--- src/rtl/tomasula_types.sv ---
// tomasula_types: shared constants and types for the Tomasulo core
package tomasula_types;
  localparam int NUM_RS_DEFAULT = 4;
  typedef logic [$clog2(NUM_RS_DEFAULT)-1:0] rs_idx_t;
endpackage

--- src/rtl/rr_picker.sv ---
// rr_picker: combinational round-robin pick of the first request at or after base
module rr_picker #(
  parameter int N = 4,
  parameter int W = $clog2(N)
) (
  input  logic [N-1:0] req,
  input  logic [W-1:0] base,
  output logic [N-1:0] grant,
  output logic [W-1:0] idx,
  output logic         any
);
  // Scanning from the farthest offset down leaves the nearest hit in idx; N is a power of two so the sum wraps.
  always_comb begin
    idx = '0;
    for (int k = N - 1; k >= 0; k--) idx = req[base + W'(k)] ? base + W'(k) : idx;
  end
  assign any = |req;
  assign grant = any ? N'(1) << idx : '0;
endmodule

--- src/rtl/rs_scheduler.sv ---
// rs_scheduler: dispatch allocation and ALU issue arbitration for the reservation-station bank
module rs_scheduler
  import tomasula_types::*;
#(
  parameter int NUM_RS = NUM_RS_DEFAULT,
  parameter int ALU_LAT = 1
) (
  input  logic                      clk,
  input  logic                      rst,
  input  logic                      flush,
  input  logic                      dispatch_valid,
  output logic                      dispatch_ready,
  input  logic [NUM_RS-1:0]         rs_empty,
  input  logic [NUM_RS-1:0]         rs_ready,
  output logic [NUM_RS-1:0]         load_word,
  input  logic                      alu_ext_free,
  output logic [NUM_RS-1:0]         alu_free,
  output logic [$clog2(NUM_RS)-1:0] issue_idx
);
  localparam int W = $clog2(NUM_RS);
  logic [NUM_RS-1:0] alloc_pend, issue_pend, disp_grant, iss_grant;
  logic [W-1:0] disp_ptr, iss_ptr, disp_idx, iss_idx;
  logic [2:0] busy_cnt;
  logic disp_any, iss_any, disp_go, iss_go;
  rr_picker #(.N(NUM_RS)) u_disp (
    .req(rs_empty & ~alloc_pend),
    .base(disp_ptr),
    .grant(disp_grant),
    .idx(disp_idx),
    .any(disp_any)
  );
  rr_picker #(.N(NUM_RS)) u_iss (
    .req(rs_ready & ~issue_pend),
    .base(iss_ptr),
    .grant(iss_grant),
    .idx(iss_idx),
    .any(iss_any)
  );
  assign dispatch_ready = disp_any & ~flush & ~rst;
  assign disp_go = dispatch_valid & dispatch_ready;
  assign iss_go = iss_any & (busy_cnt == 3'd0) & alu_ext_free & ~flush;
  // Pend bits hold a station out of arbitration until it acknowledges by dropping its request line.
  always_ff @(posedge clk) begin
    if (rst) begin
      alloc_pend <= '0;
      issue_pend <= '0;
      disp_ptr <= '0;
      iss_ptr <= '0;
      busy_cnt <= '0;
      load_word <= '0;
      alu_free <= '0;
      issue_idx <= '0;
    end else if (flush) begin
      alloc_pend <= '0;
      issue_pend <= '0;
      busy_cnt <= '0;
      load_word <= '0;
      alu_free <= '0;
    end else begin
      load_word <= disp_go ? disp_grant : '0;
      alloc_pend <= (alloc_pend & rs_empty) | (disp_go ? disp_grant : '0);
      disp_ptr <= disp_go ? disp_idx + W'(1) : disp_ptr;
      alu_free <= iss_go ? iss_grant : '0;
      issue_idx <= iss_go ? iss_idx : issue_idx;
      issue_pend <= (issue_pend & rs_ready) | (iss_go ? iss_grant : '0);
      iss_ptr <= iss_go ? iss_idx + W'(1) : iss_ptr;
      busy_cnt <= iss_go ? 3'(ALU_LAT) : busy_cnt - 3'(busy_cnt != 3'd0);
    end
  end
endmodule

--- config.mk ---
export PLATFORM = sky130hd
export DESIGN_NAME = rs_scheduler
export DESIGN_NICKNAME = d
export VERILOG_FILES = /design/src/rtl/tomasula_types.sv /design/src/rtl/rr_picker.sv /design/src/rtl/rs_scheduler.sv
export SDC_FILE = /design/constraint.sdc
export NUM_CORES = 1
export LEC_CHECK = 0
export ABC_AREA = 1
export CAP_MARGIN = 5
export CORE_MARGIN = 1.5
export CORE_UTILIZATION = 25
export DETAILED_ROUTE_END_ITERATION = 12
export DONT_BUFFER_PORTS = 1
export SLEW_MARGIN = 10
export SYNTH_ARGS = -nofsm -noshare
export SYNTH_HDL_FRONTEND = slang
export SYNTH_HIERARCHICAL = 1
export SYNTH_SLANG_ARGS = --single-unit
export TNS_END_PERCENT = 10
--- constraint.sdc ---
create_clock -name clk -period 1.58 [get_ports clk]
set_clock_uncertainty 0.2 [all_clocks]
set_input_delay 0.237 -clock clk [delete_from_list [all_inputs] [get_ports clk]]
set_output_delay 0.237 -clock clk [all_outputs]
set_load 0.02 [all_outputs]
==> results by group <==
Job
  – Max cap viols: 0

Critical path
  – Critical Path End Type: output pin
  – Worst path slowest cell: dfxtp_2
  – Worst reg2reg path depth: 10
  – Critical path arrival: approximately 1400 ps
  – R2R Setup Slk: -190 ps
  – Crit path cell chain: nor2_4 > inv_2 > buf_6 > nand4_1 > nand2_1 > nor2_4 > buf_12
  – Crit path largest cell delay: between 300 and 400 ps
  – Start of the worst register-to-register path: alloc_pend[1]
  – Worst EP required: about 1100 ps
  – Capture point of the critical path: dispatch_ready
  – Crit Path Max Fanout: 3
  – RR Endpoint: alloc_pend[1]
  – Critical Path Source Type: register
  – Most used cell, CP: nor2_4
  – Setup Crit Path Kind: reg2out
  – Crit path launch: alloc_pend[1]

Clocking
  – Clock Latency Late Sink: about 270 ps
  – CTS max path bufs: 2
  – H-tree levels: 1
  – CTS Sinks: 25
  – CTS tree: done
  – Clk Tree Root Cell: clkbuf_8
  – Clock buffer count from CTS: 3
  – Clk pin slew, worst setup/hold paths: about 80 ps

Yosys
  – XOR/XNOR Fraction of Synth Area: 1.70%
  – Synth Warn #: 6
  – Synth Flop Type: dfxtp_1
  – Post-Syn Nets: 266
  – Top cells by area, synth: dfxtp_1 32%, nand2_1 21%, inv_1 9.7%, nor2_1 8.0%, nand3_1 7.1%
  – Post-Synthesis Cells: 251
  – Netlist Area Pre-Place: approximately 1500 sq um
  – Commonest cells post-synth: 85 x nand2_1, 40 x inv_1, 33 x nor2_1
  – Dominant cell type by area after synthesis: dfxtp_1
  – Sequential area share after synthesis: 32.4%
  – Yosys top cell area share: 32.4%
  – Cell with the most instances after synthesis: nand2_1
  – Compound-Gate Fraction of Synth Area: under 10%
  – Yosys cell types: 22
  – Simple-Gate Fraction of Synth Area: a little under half
  – Post-synth EDFFs: 0
  – Combinational family with the most area after synthesis: simple AND/OR/NAND/NOR gates
  – Adder-Cell Fraction of Synth Area: under 10%
  – Mean Syn Cell Area: 6.16 sq um
  – Post-synthesis mux area share: 0%
  – Post-synth ARST share: 0%
  – Synthesis-stage register bit count: 25

Final layout
  – Antenna cells: 0
  – Layout area overhead: 34.9%
  – Layout cells sized above 1: between 30% and 40%
  – Fin nets: 300
  – Fill cells: ~640

Die
  – Core box area: between 5000 and 6000 sq um
  – Die width: 81.6 um
  – FP Rows: 28
  – Die H: 81.6 um
  – Total die area: 6660 sq um
  – Initial core utilization: between 20% and 30%
  – I/O pin count: 24

Timing
  – Smallest hold slack: 59.0 ps
  – Slew margin rel.: between 80% and 90%
  – Final cycle utilization of the critical path: 116%
  – Slew @ Worst Pin: between 200 and 300 ps
  – Setup_tns: -2550 ps
  – Final hold viol count: 0
  – Final setup viols: 22
  – Unrepaired setup endpoints after global routing: yes
  – Pins over their slew limit: 0
  – Post-layout min period: around 1800 ps
  – F_max: 545 MHz
  – Setup ws final: -256 ps

Power and ir drop
  – Pwr dens: 843 nW/um^2
  – Leakage: between 1 and 1.5 nW
  – Worst IR Drop VDD: between 0.3 and 0.4 mV

Hold path
  – Hold crit path type: in2reg

Drt
  – Antenna Violating Nets Remaining: 0
  – Iter 0 DRT Violations: 77
  – Router iterations before antenna repair: 4
  – Number of remaining DRC errors: 0
  – Vias: 1543
  – DR WL/cell: roughly 11 um
  – Via density: approximately 4.3
  – Post-Route WL: between 3000 and 4000 um

Placement
  – Post-DP HPWL: about 2700 um
  – Routability cong.: 0.958
  – DP Worst Slack: -181 ps
  – Port Buf Inserts: 0

Outcome
  – Failing checks: negative setup slack
  – Status: complete, but fails checks

Global route
  – Global-route wire length before repair: ~6200 um
  – Largest net degree at the start of global routing: 14
  – Number of global-route vias before repair: roughly 1500
  – GR Util All Layers: about 12%
  – Grt ovf: 0
  – Initial antenna violation count: 0
-- area by class of cell --
type                    instances  area, sq um  area share, %
flip-flops and latches         25          513           24.6
well taps                      75         93.8           4.50
clock buffers                   4         45.0           2.16
repair buffers                 32          295           14.2
inverters                      44          165           7.92
multi-input cells             179          972           46.6
-- flip-flops by register name (all words and copies together), names as in the netlist --
register / cells
alloc_pend: 4
alu_free: 4
busy_cnt: 3
disp_ptr: 2
iss_ptr: 2
issue_idx: 2
issue_pend: 4
load_word: 4
-- metrics by stage --
step / power (mW) / util, % / instances / cell area, sq um
finish: 1.76 / 35.0 / 359 / 2080
detailed placement: 1.27 / 29.2 / 339 / 1740
CTS: 1.73 / 33.2 / 358 / 1970
floorplan: 1.14 / - / 251 / 1550
global route: 1.90 / 35.0 / 359 / 2080
global placement: 1.27 / 29.2 / 339 / 1740
-- layout by cell type (no fill, tap or decap), types with 2 or more instances in the layout --
| cell | n |
|---|---|
| a21oi_1 | 6 |
| ha_1 | 2 |
| inv_1 | 31 |
| nor2_4 | 5 |
| buf_6 | 4 |
| inv_2 | 13 |
| nor2_2 | 10 |
| a21oi_2 | 4 |
| nand3_4 | 2 |
| nand4_1 | 2 |
| nor2_1 | 23 |
| nor3_1 | 2 |
| dfxtp_1 | 17 |
| dfxtp_2 | 7 |
| dlygate4sd3_1 | 11 |
| nand2_1 | 72 |
| xnor2_1 | 2 |
| buf_4 | 15 |
| clkbuf_8 | 3 |
| nand3_1 | 17 |
| nand3_2 | 6 |
| nand2_2 | 20 |
-- where the power goes --
part           total, mW  internal [mW]  switching (mW)
registers          0.700          0.662          0.0384
logic              0.680          0.287           0.393
clock network      0.376          0.180           0.196
total               1.76           1.13           0.627
-- critical path: cells and delay by family, from the launching register on --
kind	cells	cell delay [ps]
and+or+nand+nor	4	500
DFF	1	340
buffers and inverters	3	280
-- worst min-delay path by stage --
stage	depth (start not counted)	slack [ps]	end	start
after floorplan	1	100	iss_ptr[0]	rst
after detailed placement	1	100	iss_ptr[0]	rst
after CTS	4	40	disp_ptr[1]	dispatch_valid
after global placement	1	100	iss_ptr[0]	rst
final	4	60	disp_ptr[1]	dispatch_valid
after global routing	4	60	iss_ptr[0]	alu_ext_free
-- per-layer routing --
metal	wire [um]	track usage, %	vias up
li1	-	-	825
met1	1650	14.0	680
met2	1980	22.0	36
met3	179	2.89	2
met4	16	3.22	0
met5	0	0	-
-- timing repair --
item	CTS	global route
endpoints found under the setup margin	26	26
buffers inserted	3	0
hold endpoints to repair	19	0
pin swaps	12	11
hold buffers	11	0
gates cloned	1	1
gates resized for setup	23	37
-- cell families (layout without fill, tap and decap cells) --
logic type               after synthesis  in the layout
flip-flops                            25             25
XOR/XNOR                               3              3
AND/OR/NAND/NOR                      162            162
AO/OA/AOI/OAI                         12             12
adder cells (fa/ha/maj)                2              2
buffers and inverters                 47             80
Note: power is estimated with default switching activity, not from simulation.
